### src/rtl/clk_period_meter_pkg.sv
// Shared types and constants for the clock period meter and its input synchronizer.
package clk_period_meter_pkg;

  localparam int unsigned CNT_WIDTH_DEF = 32;
  localparam int unsigned SYNC_STAGES   = 2;

  typedef enum logic {
    MEAS_IDLE = 1'b0,
    MEAS_RUN  = 1'b1
  } meas_state_t;

  // Observation bundle: FSM state plus the synchronized input and its edge flags.
  typedef struct packed {
    meas_state_t state;
    logic        level;
    logic        rise;
    logic        fall;
  } meas_dbg_t;

endpackage

### src/rtl/clk_period_meter_sync.sv
// Multi-flop synchronizer for an asynchronous level plus a one-flop edge register.
module clk_period_meter_sync
  import clk_period_meter_pkg::*;
#(
  parameter int unsigned STAGES = SYNC_STAGES
) (
  input  logic clk,
  input  logic rst_n,
  input  logic d_i,
  output logic level_o,
  output logic rise_o,
  output logic fall_o
);

  logic [STAGES-1:0] sync_q;
  logic              edge_q;

  always_ff @(posedge clk or negedge rst_n) begin
    if (!rst_n) begin
      sync_q <= '0;
      edge_q <= 1'b0;
    end else begin
      sync_q <= {sync_q[STAGES-2:0], d_i};
      edge_q <= sync_q[STAGES-1];
    end
  end

  assign level_o = sync_q[STAGES-1];
  assign rise_o  = sync_q[STAGES-1] & ~edge_q;
  assign fall_o  = ~sync_q[STAGES-1] & edge_q;

endmodule

### src/rtl/clk_period_meter.sv
// Measures period and high time of a slow asynchronous square wave in clk cycles.
module clk_period_meter
  import clk_period_meter_pkg::*;
#(
  parameter int unsigned CNT_WIDTH = CNT_WIDTH_DEF,
  parameter int unsigned TIMEOUT   = 100000000
) (
  input  logic                 clk,
  input  logic                 rst_n,
  input  logic                 en,
  input  logic                 sig_in,
  output logic [CNT_WIDTH-1:0] period,
  output logic [CNT_WIDTH-1:0] high_time,
  output logic                 valid,
  output logic                 timeout,
  output meas_dbg_t            dbg_o
);

  localparam logic [CNT_WIDTH-1:0] CNT_LAST = CNT_WIDTH'(TIMEOUT - 1);
  localparam logic [CNT_WIDTH-1:0] CNT_ONE  = CNT_WIDTH'(1);

  logic level;
  logic rise;
  logic fall;

  meas_state_t          state_q;
  logic [CNT_WIDTH-1:0] cnt_q;
  logic [CNT_WIDTH-1:0] hi_cnt_q;
  logic [CNT_WIDTH-1:0] period_q;
  logic [CNT_WIDTH-1:0] high_q;
  logic                 valid_q;
  logic                 timeout_q;

  clk_period_meter_sync #(
    .STAGES (SYNC_STAGES)
  ) u_sync (
    .clk     (clk),
    .rst_n   (rst_n),
    .d_i     (sig_in),
    .level_o (level),
    .rise_o  (rise),
    .fall_o  (fall)
  );

  // A rising edge restarts the counters with hi_cnt=1 because the rise cycle
  // itself is high and belongs to the new period.
  always_ff @(posedge clk or negedge rst_n) begin
    if (!rst_n) begin
      state_q   <= MEAS_IDLE;
      cnt_q     <= '0;
      hi_cnt_q  <= '0;
      period_q  <= '0;
      high_q    <= '0;
      valid_q   <= 1'b0;
      timeout_q <= 1'b0;
    end else begin
      valid_q   <= 1'b0;
      timeout_q <= 1'b0;
      case (state_q)
        MEAS_IDLE: begin
          cnt_q    <= '0;
          hi_cnt_q <= '0;
          if (en && rise) begin
            state_q  <= MEAS_RUN;
            hi_cnt_q <= CNT_ONE;
          end
        end
        MEAS_RUN: begin
          // Priority: disable beats an edge, an edge beats the timeout compare.
          if (!en) begin
            state_q  <= MEAS_IDLE;
            cnt_q    <= '0;
            hi_cnt_q <= '0;
          end else if (rise) begin
            period_q <= cnt_q + CNT_ONE;
            high_q   <= hi_cnt_q;
            valid_q  <= 1'b1;
            cnt_q    <= '0;
            hi_cnt_q <= CNT_ONE;
          end else if (cnt_q == CNT_LAST) begin
            timeout_q <= 1'b1;
            state_q   <= MEAS_IDLE;
            cnt_q     <= '0;
            hi_cnt_q  <= '0;
          end else begin
            cnt_q    <= cnt_q + CNT_ONE;
            hi_cnt_q <= hi_cnt_q + CNT_WIDTH'(level);
          end
        end
        default: begin
          state_q  <= MEAS_IDLE;
          cnt_q    <= '0;
          hi_cnt_q <= '0;
        end
      endcase
    end
  end

  assign period    = period_q;
  assign high_time = high_q;
  assign valid     = valid_q;
  assign timeout   = timeout_q;

  always_comb begin
    dbg_o       = '0;
    dbg_o.state = state_q;
    dbg_o.level = level;
    dbg_o.rise  = rise;
    dbg_o.fall  = fall;
  end

endmodule
### config.mk
export PLATFORM = sky130hd
export DESIGN_NAME = clk_period_meter
export DESIGN_NICKNAME = d
export VERILOG_FILES = /design/src/rtl/clk_period_meter_pkg.sv /design/src/rtl/clk_period_meter_sync.sv /design/src/rtl/clk_period_meter.sv
export SDC_FILE = /design/constraint.sdc
export NUM_CORES = 1
export LEC_CHECK = 0
export CORE_MARGIN = 4
export CORE_UTILIZATION = 59
export DETAILED_ROUTE_END_ITERATION = 10
export PLACE_DENSITY = 0.84
export SYNTH_ARGS = -nofsm -noshare
export SYNTH_HDL_FRONTEND = slang
export SYNTH_HIERARCHICAL = 1
export SYNTH_SLANG_ARGS = --single-unit
### constraint.sdc
create_clock -name clk -period 3.3 [get_ports clk]
set_input_delay 0.33 -clock clk [delete_from_list [all_inputs] [get_ports clk]]
set_output_delay 0.33 -clock clk [all_outputs]
set_load 0.05 [all_outputs]
### Yosys cells after proc, flatten, opt, wreduce, memory -nomap -nowiden

Cells that the tools add are included.

* memories: 0
* input port bits: 4
* output and inout bits: 70
* bits in read-only memories: 0
* bits in latches: 0
* bits in registers: 134
* RAM bits: 0

* multipliers: 0
* bitwise gates (word level): 5
* reductions and logical operators: 2
* $add $sub $neg: 2
* div/mod/pow operators: 0
* magnitude comparators: 0
* muxes and demuxes: 21
* equal/unequal tests: 1
* shift-type cells: 0

Operators with widths (number)
* 32-bit two-way mux: 6
* 32-bit one-hot mux with 2 select lines: 2
* 32-bit by 1-bit adder with 32-bit output: 1
* 32-bit by 1-bit adder with 32-bit output, second input constant: 1
* 32-bit by 27-bit == test with 1-bit output, second input constant: 1
* 1-bit two-way mux: 12
* 1-bit inverter: 3
* 3-bit AND reduction: 1
* 1-bit AND: 2
* 1-bit one-hot mux with 2 select lines: 1
* 1-bit logical AND: 1

### Depth between registers and ports, before layout

* depth after elaboration: 5
* depth in mapped cells: 8

### Cells and area by module

The synthesis kept the hierarchy.

Modules (own cells, without submodules)
* clk_period_meter: area each 5657.9 um^2, cells each 515, instances 1
* clk_period_meter_sync: area each 90.1 um^2, cells each 5, instances 1

### Worst setup path after synthesis

Ideal clock, no wire load.

* path type: register to register
* start point: reg cnt_q[17]
* end point: reg cnt_q[31]
* clock period less this slack: 1.880 ns
* setup time: 0.122 ns
* data arrival time: 1.758 ns
* path buffers: 2
* cell stages (with the launch flop): 8
* path slack: 1.420 ns
* cells stage by stage: dfrtp_1 > or4_4 > nor4_4 > nand3b_1 > nand2b_1 > buf_4 > buf_6 > nor2_1

* longest elaborated chain between the ends: 5

RTL lines
* start, declared: RTL line clk_period_meter.sv:27 `logic [CNT_WIDTH-1:0] cnt_q;`
* start signal, assigned: RTL line clk_period_meter.sv:86 `cnt_q <= cnt_q + CNT_ONE;`
* 32-bit by 1-bit adder with 32-bit output / 32-bit by 27-bit == test with 1-bit output (equally long branches): RTL line clk_period_meter.sv:86, clk_period_meter.sv:80
* 32-bit two-way mux *: RTL line clk_period_meter.sv:80 `end else if (cnt_q == CNT_LAST) begin`
* 32-bit two-way mux *: RTL line clk_period_meter.sv:74 `end else if (rise) begin`
* 32-bit two-way mux *: RTL line clk_period_meter.sv:70 `if (!en) begin`
* 32-bit one-hot mux with 2 select lines *: RTL line clk_period_meter.sv:59 `case (state_q)`

Mark *: on every way between the ends. The rest lies on a longest branch, timed or not.
A chain may end at the register's enable or synchronous reset.

==> reports/results.ini <==
[outcome]
status=finished, final reports clean

[routing]
drtIter0Drc=213
firstDrtPassIters=5
vias=4243
totalWireLength_mm=13.2
avgViaCountPerCell=5.79
drcViolationCount=0
antenna_left=0
wl_per_cell_um=18.0

[yosys]
synth_top_area_share_pct=58.3
yosysMostFrequentCell=dfrtp_1
syn_area_mm2=0.00575
ys_seq_elements=134
synth_edf_count=0
yosysSeqAreaShare_pct=58.3
synth_nets=527
yosysUniqueCellTypes=39
synthCells=520
synth.area.top_cells=dfrtp_1 58%, xor2_1 6.4%, mux2_2 6.1%
netlist_top_cells_count=134 x dfrtp_1, 65 x nor2_1, 58 x nand2_1, 42 x xor2_1, 37 x o21ai_0
async_flop_share_pct=100
synthFlopType=dfrtp_1
synth.largest_area_cell=dfrtp_1
post_synth.cell_area_avg_um2=11.1
ys_warn_count=6

[sta]
setup_tns_ns=0
slew_violations=0
finalHoldViolations=0
setup_viol_count_final=0
post-route-period-util_pct=83.2
worst_pin_slew_ns=0.826
slew-limit-headroom_pct=44.5
clock_skew_ns=0.00684
fin_crit_ns=2.75
rsz0062_at_grt=false
fmax_mhz=364

[global_route]
antenna_found_initial=0
grt_start_max_net_pins=55
grt_pass1_wl_mm=22.4
overflow=0
grt_pass1_vias=4502
grt_usage_pct=24.9

[cells_and_area]
multi_input_comb_area_mm2=0.00223
antenna_cells=0
layout-drive-gt1-share_pct=12.9
stdcell_count=733
n_fill_cell=608
seq_area_mm2=0.00335
final_nets=599
area_delta_synth_final_pct=24.2

[setup_path]
reg2reg_from=u_sync/sync_q[1]$_DFF_PN0_
endpoint_kind=output pin
critPathKind=reg -> out
endpoint=dbg_o[1]
worstPathArrival_ns=2.42
crit_path_start_kind=flop
critPathLaunch=u_sync/sync_q[1]$_DFF_PN0_
r2r-end=hi_cnt_q[22]$_DFF_PN0_
worst-path-stages=2
path_cells=nor2b_1 -> clkdlybuf4s50_1
slowest_stage=clkdlybuf4s50_1
crit_fanout=6
crit_path_max_incr_delay_ns=0.92
r2r_slack_ns=0.83
rr_worst_depth=6
crit_family=buffers and inverters
path_buf_inv=1
crit_required_ns=2.97

[clock_tree]
clk_pin_slew_ns=0.06
cts_tree=built
cts_max_level=4
root_buffer=clkbuf_8
cts_buffers=17
cts_buffer_depth=2
cts_sinks=134
post_cts_resized=0
clock_latency_ns=0.51

[floorplan]
start_util_pct=61.3
die_y_um=107
rows=35
boundaryPins=74
die_w_um=107
dieArea_mm2=0.0114
core_area_mm2=0.00937

[placement]
place_congestion=0.846
placedCellCount=701
io_buffers=73
dp.final_hpwl_mm=8.56

[worst_hold_path]
hold_class=in -> reg

[power_and_ir_drop]
powerDensity_mw_per_mm2=512
peakVddDrop_mv=0.368
p_leak_nw=3.10

[job]
drv_cap=0

[flip-flops by register name, indices dropped and copies added (netlist names)]
name / flops
cnt_q: 32
hi_cnt_q: 32
high_time: 32
period: 32
u_sync/sync_q: 2
state_q: 1
timeout: 1
u_sync/edge_q: 1
valid: 1
[where the power goes]
group          switching, mW  internal [mW]  leakage (nW)
combinational         0.0923         0.0317         0.947
sequential           0.00899           1.65          1.86
clock                  0.686           1.19         0.290
[worst min path at each step]
stage | slack (ns) | cells after the start | to | start
global route | 0.26 | 1 | u_sync/sync_q[0]$_DFF_PN0_ | sig_in
CTS | 0.25 | 1 | u_sync/sync_q[0]$_DFF_PN0_ | sig_in
finish | 0.26 | 1 | u_sync/sync_q[0]$_DFF_PN0_ | sig_in
floorplan | 0.03 | 0 | cnt_q[0]$_DFF_PN0_ | rst_n
detailed placement | 0.34 | 0 | u_sync/sync_q[1]$_DFF_PN0_ | u_sync/sync_q[0]$_DFF_PN0_
global placement | 0.33 | 0 | u_sync/sync_q[1]$_DFF_PN0_ | u_sync/sync_q[0]$_DFF_PN0_
[through the flow]
stage | setup slack, ns | power (mW) | instance area [um2] | hold slack [ns] | utilization (%)
after floorplan | 1.42 | 1.76 | 5750 | 0.0344 | -
after global placement | 1.04 | 1.81 | 6540 | 0.331 | 69.8
after detailed placement | 0.944 | 1.82 | 6540 | 0.342 | 69.8
after CTS | 0.536 | 3.69 | 7140 | 0.247 | 76.2
after global routing | 0.391 | 3.77 | 7140 | 0.257 | 76.2
final | 0.554 | 3.66 | 7140 | 0.261 | 76.2
[metal layers]
layer  global-route usage (%)  vias up  wire [um]
met1                     31.4     2146       5390
met4                     9.59        0        283
met3                     6.56       28        788
met2                     41.5      150       6700
met5                        0        -          0
li1                         -     1919          -
[final cells by class]
class	count	share of cell area, %
sequential	134	47.0
multi-input combinational	355	31.2
timing repair buffer	79	11.0
clock buffer	19	6.18
tap	129	2.26
clock inverter	12	2.12
inverter	5	0.263
[cells in the final DEF, fill, tap and decap left out, drive strengths merged, types with 9 or more instances in the layout]
master and n:
dfrtp 134, clkdlybuf4s50 72, nor2 65, nand2 58, xor2 42, o21ai 38
mux2 31, nand3 28, nand4 22, clkbuf 19, xnor2 13, a21oi 9
[cells by family (layout without fill, tap and decap cells)]
kind of cell               after synthesis  in the layout  synth area share [%]
muxes                                   31             31                  6.07
DFF                                    134            134                  58.3
xor gates and xnor gates                55             55                  8.38
buffers and inverters                   31            115                  3.18
AOI/OAI and AO/OA                       50             50                  4.46
adders and majority gates                3              3                 0.653
and+or+nand+nor                        216            216                  18.9
[what timing repair did]
item	in CTS	in global routing
hold endpoints to repair	52	0
setup buffers	0	0
hold buffers	1	0
Note: power is estimated with default switching activity, not from simulation.
